**src/rtl/ps2pl_axis_bit_serializer.sv**
```systemverilog
// Serialises 32-bit ps2pl AXI-Stream words into a bit stream, with each bit held for SAMPLES_PER_SYMBOL clocks.
// Optional build macro MOD_PREAMBLE_EN sends PREAMBLE_WORD before each frame.
module ps2pl_axis_bit_serializer #(
    parameter int          SAMPLES_PER_SYMBOL = 16,
    parameter bit          MSB_FIRST          = 1'b0,
    parameter logic [31:0] PREAMBLE_WORD      = 32'hAAAA_AAAB
) (
    input  logic        dac_dco_clk,
    input  logic        mod_reset,
    input  logic [31:0] ps2pl_fifo_m_axis_tdata,
    input  logic [3:0]  ps2pl_fifo_m_axis_tkeep,
    input  logic        ps2pl_fifo_m_axis_tlast,
    input  logic        ps2pl_fifo_m_axis_tvalid,
    output logic        ps2pl_fifo_m_axis_tready,
    input  logic        err_clr,
    output logic        bit_out,
    output logic        sym_strobe,
    output logic        tx_active,
    output logic        frame_done,
    output logic        underrun_err,
    output logic        tkeep_err
);

    localparam int             CW       = $clog2(SAMPLES_PER_SYMBOL);
    localparam logic [CW-1:0]  SYM_LAST = CW'(SAMPLES_PER_SYMBOL - 1);

`ifdef MOD_PREAMBLE_EN
    typedef enum logic [1:0] {IDLE = 2'd0, PREAMBLE = 2'd1, DATA = 2'd2} state_t;
    logic [31:0] pre_buf;
    logic [5:0]  word_bits;
`else
    typedef enum logic [1:0] {IDLE = 2'd0, DATA = 2'd2} state_t;
    logic unused_preamble;
    assign unused_preamble = ^PREAMBLE_WORD;
`endif

    state_t        state;
    logic [31:0]   word_buf;
    logic [5:0]    bits_left;
    logic [CW-1:0] sym_cnt;
    logic          cur_last;
    logic          take;

    function automatic logic [5:0] kept_bits(input logic [3:0] keep);
        case (keep)
            4'b0001: return 6'd8;
            4'b0011: return 6'd16;
            4'b0111: return 6'd24;
            default: return 6'd32;
        endcase
    endfunction

    function automatic logic keep_bad(input logic [3:0] keep);
        case (keep)
            4'b0001, 4'b0011, 4'b0111, 4'b1111: return 1'b0;
            default:                             return 1'b1;
        endcase
    endfunction

    // Drops masked bytes; MSB-first words are left-aligned so the top kept bit leaves first.
    function automatic logic [31:0] load_word(input logic [31:0] data, input logic [3:0] keep);
        logic [5:0]  pad;
        logic [31:0] masked;
        pad    = 6'd32 - kept_bits(keep);
        masked = data & (32'hFFFF_FFFF >> pad);
        return MSB_FIRST ? (masked << pad) : masked;
    endfunction

    function automatic logic first_bit(input logic [31:0] w);
        return MSB_FIRST ? w[31] : w[0];
    endfunction

    function automatic logic [31:0] next_word(input logic [31:0] w);
        return MSB_FIRST ? {w[30:0], 1'b0} : {1'b0, w[31:1]};
    endfunction

    assign ps2pl_fifo_m_axis_tready = !mod_reset &&
        ((state == IDLE) ||
         (state == DATA && bits_left == 6'd1 && sym_cnt == SYM_LAST && !cur_last));
    assign take = ps2pl_fifo_m_axis_tvalid && ps2pl_fifo_m_axis_tready;

    always_ff @(posedge dac_dco_clk) begin
        if (mod_reset) begin
            state        <= IDLE;
            word_buf     <= '0;
            bits_left    <= '0;
            sym_cnt      <= '0;
            cur_last     <= 1'b0;
            bit_out      <= 1'b0;
            sym_strobe   <= 1'b0;
            tx_active    <= 1'b0;
            frame_done   <= 1'b0;
            underrun_err <= 1'b0;
            tkeep_err    <= 1'b0;
`ifdef MOD_PREAMBLE_EN
            pre_buf      <= '0;
            word_bits    <= '0;
`endif
        end else begin
            frame_done <= 1'b0;
            sym_strobe <= 1'b0;
            // Clear first so a same-cycle set below takes priority.
            if (err_clr) begin
                underrun_err <= 1'b0;
                tkeep_err    <= 1'b0;
            end
            if (take && keep_bad(ps2pl_fifo_m_axis_tkeep))
                tkeep_err <= 1'b1;

            case (state)
                IDLE: begin
                    sym_cnt   <= '0;
                    bit_out   <= 1'b0;
                    tx_active <= 1'b0;
                    if (take) begin
                        word_buf   <= load_word(ps2pl_fifo_m_axis_tdata, ps2pl_fifo_m_axis_tkeep);
                        cur_last   <= ps2pl_fifo_m_axis_tlast;
                        sym_strobe <= 1'b1;
                        tx_active  <= 1'b1;
`ifdef MOD_PREAMBLE_EN
                        pre_buf    <= PREAMBLE_WORD;
                        word_bits  <= kept_bits(ps2pl_fifo_m_axis_tkeep);
                        bits_left  <= 6'd32;
                        bit_out    <= first_bit(PREAMBLE_WORD);
                        state      <= PREAMBLE;
`else
                        bits_left  <= kept_bits(ps2pl_fifo_m_axis_tkeep);
                        bit_out    <= first_bit(load_word(ps2pl_fifo_m_axis_tdata,
                                                          ps2pl_fifo_m_axis_tkeep));
                        state      <= DATA;
`endif
                    end
                end
`ifdef MOD_PREAMBLE_EN
                PREAMBLE: begin
                    if (sym_cnt == SYM_LAST) begin
                        sym_cnt    <= '0;
                        sym_strobe <= 1'b1;
                        if (bits_left == 6'd1) begin
                            state     <= DATA;
                            bits_left <= word_bits;
                            bit_out   <= first_bit(word_buf);
                        end else begin
                            pre_buf   <= next_word(pre_buf);
                            bit_out   <= first_bit(next_word(pre_buf));
                            bits_left <= bits_left - 6'd1;
                        end
                    end else begin
                        sym_cnt <= sym_cnt + CW'(1);
                    end
                end
`endif
                DATA: begin
                    if (sym_cnt == SYM_LAST) begin
                        sym_cnt <= '0;
                        if (bits_left != 6'd1) begin
                            word_buf   <= next_word(word_buf);
                            bit_out    <= first_bit(next_word(word_buf));
                            bits_left  <= bits_left - 6'd1;
                            sym_strobe <= 1'b1;
                        end else if (cur_last) begin
                            state      <= IDLE;
                            frame_done <= 1'b1;
                            tx_active  <= 1'b0;
                            bit_out    <= 1'b0;
                        end else if (take) begin
                            word_buf   <= load_word(ps2pl_fifo_m_axis_tdata, ps2pl_fifo_m_axis_tkeep);
                            bit_out    <= first_bit(load_word(ps2pl_fifo_m_axis_tdata,
                                                              ps2pl_fifo_m_axis_tkeep));
                            bits_left  <= kept_bits(ps2pl_fifo_m_axis_tkeep);
                            cur_last   <= ps2pl_fifo_m_axis_tlast;
                            sym_strobe <= 1'b1;
                        end else begin
                            underrun_err <= 1'b1;
                            state        <= IDLE;
                            tx_active    <= 1'b0;
                            bit_out      <= 1'b0;
                        end
                    end else begin
                        sym_cnt <= sym_cnt + CW'(1);
                    end
                end
                default: state <= IDLE;
            endcase
        end
    end

endmodule

```
**config.mk**
```make
export PLATFORM = sky130hd
export DESIGN_NAME = ps2pl_axis_bit_serializer
export DESIGN_NICKNAME = d
export VERILOG_FILES = /design/src/rtl/ps2pl_axis_bit_serializer.sv
export SDC_FILE = /design/constraint.sdc
export NUM_CORES = 1
export LEC_CHECK = 0
export ABC_AREA = 1
export CAP_MARGIN = 10
export CELL_PAD_IN_SITES_DETAIL_PLACEMENT = 1
export CELL_PAD_IN_SITES_GLOBAL_PLACEMENT = 1
export CORE_MARGIN = 2
export CORE_UTILIZATION = 40
export DETAILED_ROUTE_END_ITERATION = 12
export PLACE_DENSITY_LB_ADDON = 0.05
export RECOVER_POWER = 50
export SETUP_SLACK_MARGIN = 0.5
export SYNTH_ARGS = -nofsm -noshare
export SYNTH_HDL_FRONTEND = slang
export SYNTH_SLANG_ARGS = --single-unit
```
**constraint.sdc**
```tcl
create_clock -name dac_dco_clk -period 3.9 [get_ports dac_dco_clk]
set_input_delay 0.78 -clock dac_dco_clk [delete_from_list [all_inputs] [get_ports dac_dco_clk]]
set_output_delay 0.78 -clock dac_dco_clk [all_outputs]
set_load 0.1 [all_outputs]
```
After elaboration in Yosys (flattened, before gate mapping):

Index checks and enable logic that the tools add are counted.

* bits in registers: 51
* input bits: 41
* output and inout bits: 7
* logic and storage cells: 116

* $add $sub $neg: 4
* eq/ne operators: 14
* shift-type cells: 2
* muxes and demuxes: 61
* bitwise gates (word level): 4
* reduce and logical (&&, ||, !) cells: 20

Operators by type and width (number)
* $mux 32: 5
* $mux 6: 12
* $and 32x32->32: 2
* $pmux 32 s2: 1
* $shr 32x6->32 const A: 2
* $mux 1: 29
* $pmux 6 s3: 1
* $pmux 6 s2: 1
* $reduce_and 4->1: 3
* $sub 6x6->6 const A: 2
* $mux 2: 5
* $eq 4x4->1 const B: 2
* $pmux 1 s2: 4
* $pmux 4 s2: 1
* $reduce_or 4->1: 2
* $eq 6x1->1 const B: 1
* $logic_and 1x1->1: 6
* $ne 3x2->1 const B: 2
* $ne 6x1->1 const B: 1
* $sub 6x1->6 const B: 1
* $reduce_and 5->1: 1
* $add 4x1->4 const B: 1
* $eq 4x1->1 const B: 1
* $eq 4x2->1 const B: 1
* other kinds (14): 18

Logic depth before layout (Yosys ltp):

* word-level depth: 21
* mapped depth: 12
* mapped depth without buffers: 12

Least setup slack after synthesis:

OpenSTA, ideal clock, no wires.

* path kind: input port to output port
* from: input mod_reset
* to: output ps2pl_fifo_m_axis_tready
* arrival time: 2.508 ns
* data required time: 3.120 ns
* setup slack: 0.612 ns
* stages: 2
* path buffers: 1
* cells stage by stage: clkbuf_1 > a21oi_1

* longest elaborated chain between the ends: 2

Ends and longest elaborated chain
* from (decl): RTL line 9 `input logic mod_reset,`
* $logic_not 1->1: RTL line 77 `assign ps2pl_fifo_m_axis_tready = !mod_reset &&`
* $logic_and 1x1->1: RTL line 77
* to (decl): RTL line 14 `output logic ps2pl_fifo_m_axis_tready,`

No other way between the ends.

Worst setup path in the final report:

* from: input mod_reset
* to: register state[1]

* longest elaborated chain between the ends: 5

Ends and longest elaborated chain
* $logic_not 1->1: RTL line 77
* $logic_and 1x1->1: RTL line 77
* $logic_and 1x1->1: RTL line 80 `assign take = ps2pl_fifo_m_axis_tvalid && ps2pl_fifo_m_axis_tready;`
* $ne 3x3->1 (no line) / $ne 2x2->1 (equally long branches)
* $reduce_and 4->1 (no line)
* to (signal assigned): RTL line 84 `state <= IDLE;`
* to (signal assigned): RTL line 130 `state <= DATA;`
* to (signal assigned): RTL line 162 `state <= IDLE;`
* to (decl): RTL line 37 `state_t state;`

Several ways; a longest one is shown, not always the timed one.
A chain may end at the register's enable or synchronous reset.

==> impl_results.md <==
- Die Wd: 84.1 um
- Power density over the cells: 385 mW/mm^2
- Clock Tree Buf Depth: 2
- Post-CTS setup-driven buffer insertion count: 0
- Failing checks: max-capacitance violations, max-slew violations
- Vertical extent of the die: 84.1 um
- Overall routing resource usage: 19.2%
- Static leakage: 1.39 nW
- Share of flip-flops with an asynchronous set or reset: 0%
- Syn nets: 417
- Vias: 2398
- Total of fill cells in the finished design: 828
- Top cells by area, synth: dfxtp_1 (38%), nand2_1 (13%), nor2_1 (11%), o21ai_0 (7.0%), a21oi_1 (4.5%)
- Global-route wire length before repair: 11200 um
- Final setup violation count: 0
- Routed wire per std cell: 13.4 um
- Max FFs per register: 31
- Endpoint of the lowest-slack register-to-register path: bits_left[4]
- Number of nets in the layout: 454
- Initial Utilization: 40.9%
- Synth-to-Final Area Change: 20.7%
- Post-Syn Instances: 373
- Hold Path Sink: sym_cnt[0]
- Final hold slack: 0.461 ns
- Yosys top cell area share: 38.2%
- Number of max-cap violations: 1
- Initial antenna violation count: 0
- Mean cell area of the mapped netlist: 6.89 um^2
- WHS Path Cells: 1
- Total grt overflow: 0
- Required time at the endpoint of the critical path: 4.15 ns
- Registers with the most flip-flops: word_buf: 31 flops, bits_left: 6 flops, sym_cnt: 4 flops
- Die area: 0.00708 mm^2
- Number of placement rows: 29
- Distinct cell type count after synthesis: 34
- I/O pin count: 48
- Clock buffer count from CTS: 5
- Start point of the worst min-delay path: sym_cnt[0]
- TritonCTS clock tree: built
- Clock-pin slew on the worst setup and hold paths: 0.09 ns
- Layout Skew: 0.00802 ns
- Final Hold Fails: 0
- Estimated wirelength of the detail-placed design: 4500 um
- Total inserted antenna cells: 0
- Final Critical Period: 3.05 ns
- Final cell utilization of the core: 49.4%
- Area leader, netlist: dfxtp_1
- Critical path endpoint category: register
- Vias in the first global route: 2407
- Worst-case register-to-register setup slack: 0.91 ns
- Total length of routed wires: 6510 um
- Number of design-rule violations left by the first detailed-router iteration: 93
- Part of the cycle the worst path needs: 78.3%
- Outcome: complete, but fails checks
- Relative slew slack: -1.59%
- Resized Gates After CTS: 0
- Count of buffers inserted at the top-level ports: 47
- Vias/cell: 4.92
- List of most frequent post-synthesis cells: nand2_1 (86), nor2_1 (76), dfxtp_1 (49)
- Worst-Margin Slew: 1.52 ns
- Netlist area before placement: 0.00257 mm^2
- H-tree depth: 2
- Sequential-to-total area share from yosys stat: 38.2%
- Library cell used as clock root buffer: clkbuf_8
- Largest Register: word_buf
- Synthesis warning total: 0
- Insertion delay to the later sink of the worst-skew pair: 0.31 ns
- Detailed Routing Iterations Pass 1: 4
- Seq cells post-synth: 49
- Number of synthesized flops with an enable pin: 0
- Classification of the worst setup path: input pin to register
- Largest net degree at the start of global routing: 44
- Layout cell share with drive strength beyond 1: 8.54%
- Reg2reg start: bits_left[1]
- Cells on worst reg2reg path: 9
- Drt drc: 0
- Crit-path max FO: 39
- Fmax achieved: 327 MHz
- Final estimated routing congestion in global placement: 0.789
- Hold buffers post-CTS: 0
- Unrepaired setup endpoints after global routing: false
- Most frequently used flop master after synthesis: dfxtp_1
- Sinks on the clock net: 49
- Data arrival, critical path: 3.31 ns
- Peak supply drop: 0.175 mV
- Max-slew violation count: 40
- Cell with the most instances after synthesis: nand2_1
- Worst Setup Start Kind: input pin
- Post-DRT Antenna Nets: 0
- Floorplan Core Area: 0.00628 mm^2
- Setup_tns: 0 ns
- Path class of the lowest-slack min-delay path: register to register
-- how the worst max path moves through the flow --
stage	from	to	slack, ns	cells after the start
after detailed placement	mod_reset	ps2pl_fifo_m_axis_tready	1.02	3
after global routing	bits_left[1]	bits_left[4]	0.53	9
after floorplan	mod_reset	ps2pl_fifo_m_axis_tready	0.61	2
after global placement	mod_reset	ps2pl_fifo_m_axis_tready	1.08	3
final	mod_reset	state[1]	0.85	7
after CTS	mod_reset	ps2pl_fifo_m_axis_tready	1.02	3
-- kinds of logic (layout without fill, tap and decap cells) --
logic type      after synthesis  in the layout  synth area share, %
xor+xnor                      4              4                 1.36
compound gates               76             76                 16.7
simple gates                197            197                 33.3
flops                        49             49                 38.2
fa+ha+maj                     3              3                 1.46
buf+inv                      44             81                 8.96
-- stage by stage --
step	instance area, um^2	setup WS, ns	std cells	power (mW)
global route	3100	0.534	487	1.26
CTS	3120	1.02	487	1.21
global placement	3010	1.08	480	0.841
finish	3100	0.845	487	1.19
floorplan	2570	0.612	373	0.764
detailed placement	3010	1.02	480	0.846
-- cell usage in the layout, fill, tap and decap left out, drive strengths merged --
| master | Yosys | layout |
|---|---|---|
| xor2 | 3 | 3 |
| a31oi | 1 | 1 |
| clkbuf | 4 | 6 |
| clkdlybuf4s50 | 0 | 38 |
| or2 | 9 | 9 |
| nand3b | 2 | 2 |
| xnor2 | 1 | 1 |
| ha | 3 | 3 |
| nor2 | 78 | 78 |
| buf | 15 | 2 |
| nand3 | 14 | 14 |
| a21oi | 28 | 28 |
| dfxtp | 49 | 49 |
| nor3 | 2 | 2 |
| o21ai | 37 | 37 |
| dlygate4sd3 | 0 | 8 |
| bufinv | 0 | 1 |
| a21boi | 1 | 1 |
| nand2 | 89 | 89 |
| clkinv | 0 | 1 |
| inv | 25 | 25 |
| o31ai | 1 | 1 |
| nand4 | 3 | 3 |
| o21a | 8 | 8 |
-- area by class of cell --
cell class,instances,area [um^2],area share (%)
multi-input combinational,280,1340,43.3
tap,77,96.3,3.11
sequential,49,981,31.7
inverter,25,96.3,3.11
clock inverter,2,35.0,1.13
timing repair buffer,49,479,15.5
clock buffer,5,68.8,2.22
-- power by group --
group | leakage, nW | internal (mW) | total [mW] | switching, mW
Sequential | 0.401 | 0.536 | 0.557 | 0.0214
Combinational | 0.937 | 0.105 | 0.273 | 0.168
Clock | 0.0540 | 0.187 | 0.365 | 0.178
Total | 1.39 | 0.827 | 1.19 | 0.367
-- routing by layer --
metal	vias up	global-route usage, %	routed length [um]
li1	1260	-	-
met2	29	34.3	3190
met4	0	4.40	67
met3	6	3.44	171
met1	1103	24.1	3080
met5	-	0	0
-- worst max-delay path, stage by stage --
cell and delay, ns:
dlygate4sd3_1 0.72, inv_1 0.14, clkbuf_1 1.10, nand4_1 0.22, nand2_1 0.16, o21ai_0 0.08, inv_1 0.10
(Power assumes the default switching activity.)
